$ cat config.mk
export PLATFORM = sky130hd
export DESIGN_NAME = atomik_txn_arbiter
export DESIGN_NICKNAME = d
export VERILOG_FILES = /design/src/rtl/atomik_txn_arbiter.sv
export SDC_FILE = /design/constraint.sdc
export NUM_CORES = 1
export LEC_CHECK = 0
export ABC_AREA = 1
export BUFFER_PORTS_ARGS = -buffer_cell sky130_fd_sc_hd__buf_2
export CAP_MARGIN = 10
export CORE_MARGIN = 2
export CORE_UTILIZATION = 40
export CTS_CLUSTER_DIAMETER = 150
export CTS_CLUSTER_SIZE = 8
export DETAILED_ROUTE_END_ITERATION = 8
export PLACE_DENSITY = 0.68
export SKIP_LAST_GASP = 1
export SYNTH_ARGS = -nofsm -noshare
export SYNTH_HDL_FRONTEND = slang
export SYNTH_SLANG_ARGS = --single-unit
$ cat constraint.sdc
create_clock -name clk -period 2.6 [get_ports clk]
set_input_delay 0.26 -clock clk [delete_from_list [all_inputs] [get_ports clk]]
set_output_delay 0.26 -clock clk [all_outputs]
set_load 0.05 [all_outputs]
$ cat src/rtl/atomik_txn_arbiter.sv
// Two-requester burst arbiter in front of a shared scramble core.
// Round-robin grant, contiguous-beat forwarding, abort on stall/timeout, forced idle gap between bursts.
module atomik_txn_arbiter #(
   parameter int unsigned GAP_CYCLES = 1,
   parameter int unsigned TIMEOUT    = 16
) (
   input  logic        clk,
   input  logic        rst_n,
   input  logic        req_a,
   input  logic        req_b,
   input  logic [7:0]  len_a,
   input  logic [7:0]  len_b,
   input  logic [31:0] din_a,
   input  logic [31:0] din_b,
   input  logic        dv_a,
   input  logic        dv_b,
   output logic        gnt_a,
   output logic        gnt_b,
   output logic [31:0] dout_a,
   output logic [31:0] dout_b,
   output logic        drdy_a,
   output logic        drdy_b,
   output logic [31:0] core_din,
   output logic        core_dv,
   input  logic [31:0] core_dout,
   input  logic        core_drdy,
   output logic        busy,
   output logic        owner,
   output logic        abort
);

   // state  | meaning
   // IDLE   | no burst; arbitrate on req_a/req_b
   // GRANT  | owner granted, waiting (bounded) for first beat
   // STREAM | forwarding contiguous beats to the core
   // GAP    | forced core_dv-low interval before next arbitration
   typedef enum logic [1:0] {IDLE, GRANT, STREAM, GAP} state_t;

   localparam logic [7:0] TIMEOUT_L = 8'(TIMEOUT);
   localparam logic [3:0] GAP_L     = 4'(GAP_CYCLES);

   state_t      state_q;
   state_t      state_nxt;
   logic        owner_nxt;
   logic [8:0]  len_q;
   logic [8:0]  len_nxt;
   logic [8:0]  beat_q;
   logic [8:0]  beat_nxt;
   logic [7:0]  wait_q;
   logic [7:0]  wait_nxt;
   logic [3:0]  gap_q;
   logic [3:0]  gap_nxt;
   logic        rr_b_q;
   logic        rr_b_nxt;
   logic        core_dv_nxt;
   logic [31:0] core_din_nxt;
   logic        abort_nxt;
   logic        win_b;
   logic [7:0]  len_win;
   logic        dv_own;
   logic [31:0] din_own;
   logic        granted_nxt;

   assign dv_own  = owner ? dv_b : dv_a;
   assign din_own = owner ? din_b : din_a;

   always_comb begin
      state_nxt    = state_q;
      owner_nxt    = owner;
      len_nxt      = len_q;
      beat_nxt     = beat_q;
      wait_nxt     = wait_q;
      gap_nxt      = gap_q;
      rr_b_nxt     = rr_b_q;
      core_dv_nxt  = 1'b0;
      core_din_nxt = core_din;
      abort_nxt    = 1'b0;
      win_b        = req_b & (~req_a | rr_b_q);
      len_win      = win_b ? len_b : len_a;

      case (state_q)
         IDLE: begin
            if (req_a || req_b) begin
               state_nxt = GRANT;
               owner_nxt = win_b;
               rr_b_nxt  = ~win_b;
               len_nxt   = (len_win == 8'd0) ? 9'd256 : {1'b0, len_win};
               beat_nxt  = 9'd0;
               wait_nxt  = TIMEOUT_L;
            end
         end
         GRANT: begin
            if (dv_own) begin
               core_dv_nxt  = 1'b1;
               core_din_nxt = din_own;
               beat_nxt     = 9'd1;
               if (len_q == 9'd1) begin
                  state_nxt = GAP;
                  gap_nxt   = GAP_L;
               end else begin
                  state_nxt = STREAM;
               end
            end else if (wait_q <= 8'd1) begin
               abort_nxt = 1'b1;
               state_nxt = GAP;
               gap_nxt   = GAP_L;
            end else begin
               wait_nxt = wait_q - 8'd1;
            end
         end
         STREAM: begin
            if (dv_own) begin
               core_dv_nxt  = 1'b1;
               core_din_nxt = din_own;
               beat_nxt     = beat_q + 9'd1;
               if (beat_q + 9'd1 == len_q) begin
                  state_nxt = GAP;
                  gap_nxt   = GAP_L;
               end
            end else begin
               // a stalled beat breaks contiguity: the burst is dropped
               abort_nxt = 1'b1;
               state_nxt = GAP;
               gap_nxt   = GAP_L;
            end
         end
         GAP: begin
            if (gap_q <= 4'd1) begin
               state_nxt = IDLE;
            end else begin
               gap_nxt = gap_q - 4'd1;
            end
         end
         default: state_nxt = IDLE;
      endcase
   end

   assign granted_nxt = (state_nxt == GRANT) || (state_nxt == STREAM);

   always_ff @(posedge clk) begin
      if (!rst_n) begin
         state_q  <= IDLE;
         owner    <= 1'b0;
         len_q    <= 9'd0;
         beat_q   <= 9'd0;
         wait_q   <= 8'd0;
         gap_q    <= 4'd0;
         rr_b_q   <= 1'b0;
         core_dv  <= 1'b0;
         core_din <= 32'd0;
         abort    <= 1'b0;
         gnt_a    <= 1'b0;
         gnt_b    <= 1'b0;
         busy     <= 1'b0;
      end else begin
         state_q  <= state_nxt;
         owner    <= owner_nxt;
         len_q    <= len_nxt;
         beat_q   <= beat_nxt;
         wait_q   <= wait_nxt;
         gap_q    <= gap_nxt;
         rr_b_q   <= rr_b_nxt;
         core_dv  <= core_dv_nxt;
         core_din <= core_din_nxt;
         abort    <= abort_nxt;
         gnt_a    <= granted_nxt & ~owner_nxt;
         gnt_b    <= granted_nxt & owner_nxt;
         busy     <= (state_nxt != IDLE);
      end
   end

   // owner is frozen through GAP so the trailing core result still routes home
   assign drdy_a = core_drdy && !owner && (state_q == STREAM || state_q == GAP);
   assign drdy_b = core_drdy &&  owner && (state_q == STREAM || state_q == GAP);
   assign dout_a = owner ? 32'd0 : core_dout;
   assign dout_b = owner ? core_dout : 32'd0;

endmodule

==> metrics.md, run 1 <==
| Metric | Value |
|---|---|
| Multi-input logic area | between 2000 and 2500 um2 |
| Slew @ Worst Pin | approximately 0.77 ns |
| Dominant cell type by area after synthesis | dfxtp_1 |
| CTS buffer count | 9 |
| First-pass GRT wire length | 20810 um |
| Max-cap violations | 0 |
| Initial cell density of the core | 0.4105 |
| Layout net count | ~1000 |
| Syn_nets | 800 |
| Setup bufs post-CTS | 0 |
| Final clock skew | around 0.019 ns |
| Synth warn | 0 |
| Top cells by count, synth | 182 x nand2_1, 118 x inv_1, 71 x dfxtp_1 |
| Async set or reset register ratio after synthesis | 0 |
| Post-synthesis sequential area ratio | 0.3369 |
| VDD IR max | between 0.3 and 0.4 mV |
| Critical path class | flop to flop |
| Root Buffer | clkbuf_8 |
| RSZ-0062 raised after global routing | false |
| Top-count cell post-synth | nand2_1 |
| Hold buffers post-CTS | 0 |
| TritonCTS clock tree | done |
| Fmax achieved | 432.1 MHz |
| Synthesis-to-finish area growth | 33.90% |
| Hold Fails Final Rpt | 0 |
| Final core occ | 0.5497 |
| Placed insts | between 1000 and 1500 |
| Total grt overflow | 0 |
| Syn Inst Count | roughly 670 |
| Final non-filler cell total | roughly 1000 |
| Final setup vio count | 0 |
| Drc violations | 0 |
| Clock Latency Late Sink | about 0.37 ns |
| Setup TNS | 0 ns |
| Initial antenna violation count | 2 |
| Post-synth top area share | 0.3369 |
| Vias/cell | 4.739 |
| Final Routed Wirelength | roughly 13000 um |
| PD cells | around 820 nW/um2 |
| Number of global-route vias before repair | 4309 |
| WP data required | ~2.8 ns |
| Chip height | between 100 and 150 um |
| Main synth FF type | dfxtp_1 |
| Critical Path AT | 2.53 ns |
| Min cycle time layout | ~2.3 ns |
| Io pins | roughly 220 |
| Routed via count | between 4000 and 5000 |
| Leak pwr | 3.273 nW |
| Wire per inst | approximately 13 um |
| Sinks on Clock Net | a little over 70 |
| IO Port Bufs | 222 |
| Die area | between 10000 and 15000 um2 |
| Headroom to the max-slew limit | 0.4876 |
| Drt initial violations | 303 |
| Startpoint types | flop |
| Synthesized area per cell | approximately 6.3 um2 |
| GP Congestion | between 0.8 and 0.9 |
| Ratio of cells with drive above 1 in the final layout | 0.3081 |
| Synth top area cells | dfxtp_1 34%, nand2_1 16%, inv_1 10%, o21ai_0 5.8%, nor2_1 5.8% |
| Core Footprint | slightly above 10000 um2 |
| Clock slew at reported path FFs | 0.10 ns |
| Placement Setup Slack | around 0.31 ns |
| CP endpoint kind | flop |
| Post-CTS sizing | 0 |
| Drt pass-1 iters | 5 |
| R2r worst-path depth | 17 |
| Pin count of the biggest net entering global routing | 99 |
| Clock buffer depth | 2 |
| Ratio of final minimum period to clock period | 0.8901 |
| Slew Limit Fails | 0 |
| Fill cell count | 1093 |
| Row cnt | 37 |
| Chip width | around 110 um |
| Routed Antenna Nets | 0 |
| Hold Slack | around 0.14 ns |
| CP max FO | 6 |
| Mapped Area | roughly 4200 um2 |
| EDFF count, synth | 0 |
| Hold Path Depth | 3 |
| GR Util All Layers | 0.2285 |
| H-tree depth | 3 |
| Register area | between 1000 and 1500 um2 |
| Half-perimeter wire length after placement | 9960 um |
| Status | complete, no violations |
| Min-delay worst type | input pin to flop |
| Fin worst setup slack | around 0.29 ns |
| Netlist cell types | 38 |
| #FFs+latches synth | 71 |
## final timing paths
check | start | endpoint | slack, ns
worst max-delay path | beat_q[0] | gnt_b | 0.29
worst min-delay path | din_a[22] | core_din[22] | 0.14
worst max register to register | beat_q[0] | gnt_b | 0.29
worst min register to register | rr_b_q | rr_b_q | 0.46
## layer usage
metal / vias to the layer above / global-route usage / part of all wire
met4: 2 / 0.07050 / 0.013
met1: 2137 / 0.2971 / 0.44
met2: 158 / 0.3626 / 0.47
met5: - / 0 / 0.00077
met3: 16 / 0.07112 / 0.085
li1: 2535 / - / -
## logic make-up (layout without fill, tap and decap cells)
logic type / count (synthesis) / in the layout / synth area share
AND/OR/NAND/NOR: 314 / 314 / 0.3200
buffers and inverters: 148 / 363 / 0.1340
XOR/XNOR: 4 / 4 / 0.01009
adder cells (fa/ha/maj): 10 / 10 / 0.02966
other: 0 / 1 / 0
AO/OA/AOI/OAI: 123 / 123 / 0.1670
multiplexers: 1 / 1 / 0.002373
flip-flops: 71 / 71 / 0.3369
## area by class of cell
| cell class | instances | area share |
|---|---|---|
| clock inverter | 7 | 0.01174 |
| timing repair buffer | 227 | 0.2078 |
| clock buffer | 9 | 0.02193 |
| antenna | 1 | 0.0004430 |
| multi-input combinational | 452 | 0.3960 |
| sequential | 71 | 0.2523 |
| inverter | 120 | 0.07973 |
| tap | 136 | 0.03012 |
## power by group
| group | switching [mW] | internal [mW] |
|---|---|---|
| clock network | 0.505 | 0.377 |
| logic | 1.65 | 0.628 |
| registers | 0.146 | 1.32 |
## cell usage in the layout, fill, tap and decap left out, types with 2 or more instances in the layout
cell type  count
xor2_1         2
buf_2        222
ha_1          10
clkbuf_8       9
a32oi_1        2
o21ai_0       49
nand3b_1       2
nor3_1         9
a21oi_1       28
buf_4          3
inv_1        118
a31oi_1       33
nand2_2        9
inv_2          2
inv_8          2
o211ai_1       4
inv_6          5
buf_12         2
nand4_1        6
nand3_2        4
a22oi_1        2
nand3_1       24
nand2_1      182
nor2_2         6
dfxtp_1       70
nor2_1        65
## critical path, stage by stage (launching register included)
cell	delay, ns
dfxtp_1	0.43
ha_1	0.32
nand3_2	0.16
inv_1	0.10
nand2_1	0.06
nand2_2	0.07
nand2_1	0.05
nand2_1	0.05
nand2_1	0.05
nor2_2	0.11
nand3_2	0.10
nand3_1	0.08
nand2_1	0.05
nand2_1	0.08
nand2_2	0.06
ha_1	0.29
inv_1	0.07
nor3_1	0.05
## stage by stage
stage               instance area [um2]  total power, mW
floorplan                          4219            3.200
global placement                   5456            3.763
detailed placement                 5456            3.765
CTS                                5647            4.666
global route                       5647            4.957
finish                             5649            4.620
## state kept, by name, indices dropped and copies added (netlist names), 2 cells and up
register and flops:
core_din 32, len_q 9, state_q 2, gap_q 4, beat_q 9, wait_q 8
(Power assumes the default switching activity.)
==> run 2: changes to the inputs <==
--- a/config.mk
+++ b/config.mk
@@ -6,6 +6,7 @@
 export NUM_CORES = 1
 export LEC_CHECK = 0
 export ABC_AREA = 1
+export ABC_CLOCK_PERIOD_IN_PS = 2600
 export BUFFER_PORTS_ARGS = -buffer_cell sky130_fd_sc_hd__buf_2
 export CAP_MARGIN = 10
 export CORE_MARGIN = 2
@@ -13,7 +14,9 @@
 export CTS_CLUSTER_DIAMETER = 150
 export CTS_CLUSTER_SIZE = 8
 export DETAILED_ROUTE_END_ITERATION = 8
+export GPL_TIMING_DRIVEN = 0
 export PLACE_DENSITY = 0.68
+export SETUP_SLACK_MARGIN = 0.5
 export SKIP_LAST_GASP = 1
 export SYNTH_ARGS = -nofsm -noshare
 export SYNTH_HDL_FRONTEND = slang
==> metrics.md, run 2 (synthesis gave the netlist of run 1 again) <==
| Metric | Value |
|---|---|
| Final core occ | 0.5732 |
| R2r worst-path depth | 17 |
| Drt pass-1 iters | 5 |
| Status | complete, no violations |
| Headroom to the max-slew limit | 0.6247 |
| GR Util All Layers | 0.2578 |
| Slew @ Worst Pin | around 0.56 ns |
| Initial antenna violation count | 1 |
| H-tree depth | 3 |
| Row cnt | 37 |
| Vias/cell | ~4.8 |
| Leak pwr | ~3.4 nW |
| Number of global-route vias before repair | ~4700 |
| Chip height | around 110 um |
| Startpoint types | flop |
| Routed via count | just over 5000 |
| Slew Limit Fails | 0 |
| TritonCTS clock tree | done |
| Fill cell count | 1087 |
| Routed Antenna Nets | 0 |
| Final Routed Wirelength | approximately 15000 um |
| Pin count of the biggest net entering global routing | 12 |
| Synthesis-to-finish area growth | 39.62% |
| WP data required | 2.87 ns |
| Critical Path AT | between 2 and 2.5 ns |
| Min cycle time layout | between 2 and 2.5 ns |
| Max-cap violations | 0 |
| IO Port Bufs | between 200 and 250 |
| CTS buffer count | 9 |
| RSZ-0062 raised after global routing | true |
| Die area | 11380 um2 |
| Most frequent cells in the layout | 223 x buf_2, 179 x nand2_1, 113 x inv_1 |
| Chip width | between 100 and 150 um |
| Root Buffer | clkbuf_8 |
| Leading cell type in the layout, fill and taps excluded | buf_2 |
| Min-delay worst type | input pin to flop |
| Hold Fails Final Rpt | 0 |
| Sinks on Clock Net | slightly above 70 |
| CP max FO | 5 |
| VDD IR max | slightly below 0.4 mV |
| Critical path class | flop to flop |
| Largest regs | core_din: 32 flops, beat_q: 9 flops, len_q: 9 flops |
| Largest register FFs | 32 |
| Drc violations | 0 |
| Ratio of final minimum period to clock period | 0.7959 |
| Io pins | approximately 220 |
| Half-perimeter wire length after placement | between 10000 and 15000 um |
| Largest Register | core_din |
| Hold Path Depth | 3 |
| Drt initial violations | around 310 |
| Core Footprint | about 10000 um2 |
| Fmax achieved | ~480 MHz |
| Initial cell density of the core | 0.4105 |
| Layout net count | approximately 1000 |
| Clock slew at reported path FFs | around 0.080 ns |
| Clock Latency Late Sink | 0.34 ns |
| CP endpoint kind | flop |
| First-pass GRT wire length | roughly 23000 um |
| Ratio of cells with drive above 1 in the final layout | 0.3472 |
| Final setup vio count | 0 |
| Total grt overflow | 0 |
| PD cells | ~800 nW/um2 |
| GP Congestion | 0.9090 |
| Setup TNS | 0 ns |
| Clock buffer depth | 2 |
| Wire per inst | between 10 and 15 um |
| Final clock skew | 0.008207 ns |
run 2: final timing paths:
| kind | start | end | slack [ns] |
|---|---|---|---|
| max | beat_q[0] | gnt_b | 0.53 |
| min | din_a[21] | core_din[21] | 0.17 |
| max reg2reg | beat_q[0] | gnt_b | 0.53 |
| min reg2reg | rr_b_q | rr_b_q | 0.45 |
run 2: where the power goes:
group	leakage, nW	total, mW	internal (mW)	switching, mW
sequential	0.586	1.47	1.32	0.155
combinational	2.70	2.47	0.712	1.76
clock	0.0850	0.773	0.363	0.411
run 2: critical path, stage by stage, from the launching register on:
cell	delay, ns
dfxtp_4	0.39
ha_4	0.19
inv_2	0.05
nand2_2	0.06
nand2_1	0.05
nand2_1	0.05
nand2_1	0.06
nor2_2	0.10
nand3_1	0.09
nor2_1	0.13
nand3_2	0.11
nand3_2	0.08
nand2_1	0.05
nand2_1	0.08
nand2_2	0.08
ha_4	0.27
inv_2	0.04
nor3_2	0.12
run 2: through the flow:
| step | power, mW | hold WS (ns) | area, um2 | setup slack (ns) | instances |
|---|---|---|---|---|---|
| after detailed placement | 3.797 | 0.4447 | 5510 | 0.2072 | 1029 |
| after floorplan | 3.202 | 0.3983 | 4229 | 0.5301 | 671 |
| final | 4.721 | 0.1726 | 5891 | 0.5307 | 1053 |
| after CTS | 4.603 | 0.1614 | 5725 | 0.5050 | 1046 |
| after global routing | 5.040 | 0.1579 | 5891 | 0.3969 | 1053 |
| after global placement | 3.789 | 0.4426 | 5510 | 0.2129 | 1029 |
run 2: area by class of cell:
cell class	count	area, um2	area share
clock buffer	11	141.4	0.02400
clock inverter	4	22.52	0.003823
buffer	28	130.1	0.02209
sequential	71	1436	0.2438
tap	136	170.2	0.02889
timing repair buffer	230	1180	0.2003
multi-input combinational	452	2357	0.4002
antenna	1	2.502	0.0004248
inverter	120	450.4	0.07647
run 2: repair_timing:
item,CTS,global route
gates cloned,0,0
gates resized for setup,12,44
pin swaps,1,20
hold buffers,0,0
buffers inserted,2,6
endpoints found under the setup margin,34,59
run 2: per-layer routing:
metal,GRT usage,vias up,share of wire
met3,0.05593,26,0.059
met1,0.3140,2264,0.42
met4,0.08534,0,0.019
met2,0.4500,153,0.50
li1,-,2594,-
met5,0,-,0
